[config.mk]
export PLATFORM = sky130hd
export DESIGN_NAME = wordlit_decode
export DESIGN_NICKNAME = d
export VERILOG_FILES = /design/src/rtl/wordlit_decode.sv
export SDC_FILE = /design/constraint.sdc
export NUM_CORES = 1
export LEC_CHECK = 0
export CELL_PAD_IN_SITES_DETAIL_PLACEMENT = 1
export CELL_PAD_IN_SITES_GLOBAL_PLACEMENT = 2
export CORE_AREA = 2 2 78 80
export CTS_CLUSTER_DIAMETER = 50
export DETAILED_ROUTE_END_ITERATION = 12
export DIE_AREA = 0 0 80 82
export PLACE_DENSITY_LB_ADDON = 0.1
export RECOVER_POWER = 50
export REMOVE_ABC_BUFFERS = 1
export SLEW_MARGIN = 20
export SYNTH_ARGS = -nofsm -noshare
export SYNTH_HDL_FRONTEND = slang
export SYNTH_SLANG_ARGS = --single-unit
[constraint.sdc]
create_clock -name clk -period 2.45 [get_ports clk]
set_clock_uncertainty 0.2 [all_clocks]
set_input_delay 0.6125 -clock clk [delete_from_list [all_inputs] [get_ports clk]]
set_output_delay 0.6125 -clock clk [all_outputs]
set_load 0.05 [all_outputs]
[src/rtl/wordlit_decode.sv]
// rtl/wordlit_decode.sv - word-literal decoder with 2-entry output FIFO and saturating error counter
module wordlit_decode #(
  parameter logic [15:0] KEY   = 16'h0001,
  parameter int          ERR_W = 8
) (
  input  logic             clk,
  input  logic             rst,
  input  logic [16:0]      __in0,
  input  logic             __in1,
  output logic [7:0]       __out0,
  output logic             __out1,
  output logic             __out2,
  output logic [ERR_W-1:0] __out3
);

  typedef enum logic [1:0] {S_EMPTY, S_ONE, S_TWO} state_t;

  state_t             r_state;
  logic [7:0]         r_slot0;
  logic [7:0]         r_slot1;
  logic               r_out_valid;
  logic               r_in_ready;
  logic [ERR_W-1:0]   r_err;

  logic               w_in_valid;
  logic [15:0]        w_dec;
  logic               w_ok;
  logic               w_accept;
  logic               w_push;
  logic               w_pop;
  logic               w_err_inc;

  assign w_in_valid = __in0[16];
  assign w_dec      = __in0[15:0] ^ KEY;
  assign w_ok       = (w_dec[15:8] == 8'h00);
  assign w_accept   = w_in_valid && r_in_ready;
  assign w_push     = w_accept && w_ok;
  assign w_pop      = r_out_valid && __in1;
  assign w_err_inc  = w_accept && !w_ok && (r_err != {ERR_W{1'b1}});

  // r_slot0 is always the head; it is left untouched on the last pop so the output holds.
  always_ff @(posedge clk) begin
    if (rst) begin
      r_state     <= S_EMPTY;
      r_slot0     <= 8'h00;
      r_slot1     <= 8'h00;
      r_out_valid <= 1'b0;
      r_in_ready  <= 1'b1;
      r_err       <= '0;
    end else begin
      if (w_err_inc) r_err <= r_err + ERR_W'(1);
      case (r_state)
        S_EMPTY: begin
          if (w_push) begin
            r_slot0     <= w_dec[7:0];
            r_state     <= S_ONE;
            r_out_valid <= 1'b1;
            r_in_ready  <= 1'b1;
          end
        end
        S_ONE: begin
          if (w_push && !w_pop) begin
            r_slot1     <= w_dec[7:0];
            r_state     <= S_TWO;
            r_out_valid <= 1'b1;
            r_in_ready  <= 1'b0;
          end else if (!w_push && w_pop) begin
            r_state     <= S_EMPTY;
            r_out_valid <= 1'b0;
            r_in_ready  <= 1'b1;
          end else if (w_push && w_pop) begin
            r_slot0     <= w_dec[7:0];
          end
        end
        S_TWO: begin
          if (w_pop) begin
            r_slot0     <= r_slot1;
            r_state     <= S_ONE;
            r_out_valid <= 1'b1;
            r_in_ready  <= 1'b1;
          end
        end
        default: begin
          r_state     <= S_EMPTY;
          r_out_valid <= 1'b0;
          r_in_ready  <= 1'b1;
        end
      endcase
    end
  end

  assign __out0 = r_slot0;
  assign __out1 = r_out_valid;
  assign __out2 = r_in_ready;
  assign __out3 = r_err;

endmodule

==> impl_metrics.json <==
{
  "seqCellArea_um2": 561,
  "synth_edf_count": 0,
  "start_util_pct": 24.2,
  "start_kind": "input pin",
  "dr.pass1.iters": 4,
  "end_kind": "flop",
  "nNetsFinal": 232,
  "synthXorXnorAreaFrac_pct": 0,
  "max-slew-margin-rel_pct": 60.7,
  "worstPathArrival_ns": 2.39,
  "drtIter0Drc": 37,
  "power.leakage_nw": 0.922,
  "synth_top_family_by_area": "simple AND/OR/NAND/NOR gates",
  "area_growth_pct": 58.3,
  "p_total_mw": 0.932,
  "tightest_slew_ns": 0.591,
  "drv_slew": 0,
  "fin_cells": 282,
  "die_area_um2": 6560,
  "synth-simple-area-share_pct": 24.0,
  "crit_required_ns": 2.47,
  "period_minus_slack_ns": 2.37,
  "synth-compound-area-share_pct": 15.8,
  "layout-drive-gt1-share_pct": 23.2,
  "status": "finished clean",
  "core_area_um2": 5750,
  "layout_common_cells": "dfxtp_1 (28), clkdlybuf4s50_1 (22), buf_4 (19)",
  "setup_violations": 0,
  "grt_remaining_overflow": 0,
  "die_w_um": 80,
  "antenna_found_initial": 0,
  "fmax_ghz": 0.421,
  "cts_buffers": 3,
  "first_global_vias": 1469,
  "path_clk_slew_ns": 0.10,
  "multi_input_area_um2": 898,
  "min-delay-path-class": "reg2reg",
  "grt_usage_pct": 13.5,
  "path_max_fanout": 8,
  "routed_wl_mm": 4.22,
  "synthCells": 150,
  "ys_seq_area_share_pct": 40.3,
  "grt_max_degree": 20,
  "fillCellCount": 664,
  "crit_start": "__in0[10]",
  "r2r_slack_ns": 0.44,
  "route.detailed.drc": 0,
  "crit_end": "__out0[0]",
  "gp_congestion": 0.794,
  "synthAdderAreaFrac_pct": 3.60,
  "antenna_left": 0,
  "power_density_nw_per_um2": 423,
  "synth_cell_types": 39,
  "crit_type": "in2reg",
  "avgRoutedWirePerCell_um": 15.0,
  "dp_hpwl_mm": 3.02,
  "htree_num_levels": 1,
  "viasPerCell": 4.79,
  "synth_flop_cell": "dfxtp_1",
  "reg2reg_from": "__out2",
  "synth_mux_area_share_pct": 12.7,
  "async_flop_share_pct": 0,
  "place_inst": 271,
  "max-vdd-ir-drop_uv": 255,
  "ctsLongestPathBuffers": 2,
  "cts_tree": "built",
  "fp.dieH_um": 82,
  "grt_pass1_wl_mm": 6.94,
  "ys_ff_latch": 28,
  "cts.sinks": 28,
  "port_buffers": 37,
  "num_vias": 1351,
  "n_antenna_cell": 0,
  "root_buffer": "clkbuf_8",
  "synth.avg_cell_area_um2": 9.28,
  "mostFrequentLayoutCell": "dfxtp_1",
  "io_pins": 38,
  "r2r_end": "__out3[7]",
  "finalCritPeriodShare_pct": 96.9,
  "syn_area_um2": 1390,
  "worstSkewPairLatency_ns": 0.28,
  "hold_viol": 0,
  "rr_worst_depth": 6,
  "max_cap_viol_count": 0,
  "whs_ns": 0.277,
  "yosys_warnings": 0,
  "row_count": 28
}
-- power breakdown --
group | switching [mW] | internal (mW)
clock | 0.156 | 0.219
sequential | 0.00380 | 0.458
combinational | 0.0474 | 0.0486
total | 0.207 | 0.725
-- layout make-up --
type                       instances  share of cell area (%)
inverter                           2                   0.341
tap                               75                    4.26
multi-input combinational        112                    40.8
clock buffer                       3                    1.88
sequential                        28                    25.5
timing repair buffer              61                    25.9
clock inverter                     1                    1.36
-- cells in the mapped netlist (2+ instances only) --
cell	count	share of area, %
dfxtp_1	28	40
mux2i_1	15	11
nor2_1	12	3.2
a21oi_1	10	3.6
a211oi_1	7	3.8
nand2_1	7	1.9
nor3_1	7	2.5
nand3_1	6	2.2
nand2b_1	5	2.2
buf_2	4	1.4
ha_1	4	3.6
o22a_1	4	2.5
or4_1	4	2.2
clkbuf_1	2	0.54
inv_1	2	0.54
nand3b_1	2	1.1
nand4_1	2	0.90
nor2_2	2	0.90
nor2b_1	2	0.90
nor4_1	2	0.90
o22ai_1	2	0.90
o31ai_1	2	1.1
o41ai_1	2	1.3
or3_1	2	0.90
-- registers in the layout, summed over array words and instances (netlist names) --
| signal | flops |
|---|---|
| __out3 | 8 |
| __out0 | 8 |
| __out1 | 1 |
| r_state | 2 |
| r_slot1 | 8 |
| __out2 | 1 |
-- per-stage QoR --
| stage | cell area (um2) | setup slack, ns | utilization [%] | TNS [ns] |
|---|---|---|---|---|
| floorplan | 1350 | -0.0976 | - | -0.586 |
| global placement | 1950 | -0.669 | 34.0 | -9.67 |
| detailed placement | 1950 | -0.739 | 34.0 | -10.93 |
| CTS | 2160 | 0.00486 | 37.5 | 0 |
| global route | 2200 | -0.0288 | 38.3 | -0.0288 |
| finish | 2200 | 0.0768 | 38.3 | 0 |
-- critical path, stage by stage --
cell and delay, ns:
dlygate4sd2_1 0.28, nor4_4 0.33, buf_4 0.17, buf_4 0.09
buf_4 0.08, buf_4 0.09, buf_4 0.10, and4_1 0.22
buf_6 0.15, o221ai_1 0.12, a21oi_1 0.14
-- kinds of logic after synthesis --
group,after synthesis
AND/OR/NAND/NOR,59
AO/OA/AOI/OAI,32
flip-flops,28
multiplexers,17
buffers and inverters,10
adder cells (fa/ha/maj),4
-- how the worst min path moves through the flow --
stage	from	endpoint	slack (ns)	cells after the start
2_1_floorplan	r_slot1[0]	r_slot1[0]	0.25	2
3_3_place_gp	__out0[0]	__out0[0]	0.27	2
3_5_place_dp	__out0[0]	__out0[0]	0.27	2
4_1_cts	__out0[0]	__out0[0]	0.29	2
5_1_grt	__out0[0]	__out0[0]	0.31	2
6_report	__out0[0]	__out0[0]	0.28	2
-- per-layer routing --
metal | part of all wire [%] | GRT usage [%] | routed length [um]
met1 | 46 | 16.5 | 1930
met2 | 50 | 24.1 | 2120
met3 | 2.7 | 2.20 | 113
met4 | 1.3 | 4.75 | 54
met5 | 0 | 0 | 0
-- what timing repair did --
item / in CTS / in global routing
hold buffers: 0 / 0
setup endpoints to repair: 20 / 21
resized for setup: 20 / 13
pin swaps: 9 / 7
setup buffers: 5 / 2
No activity file was read; power rests on OpenSTA's default activity.
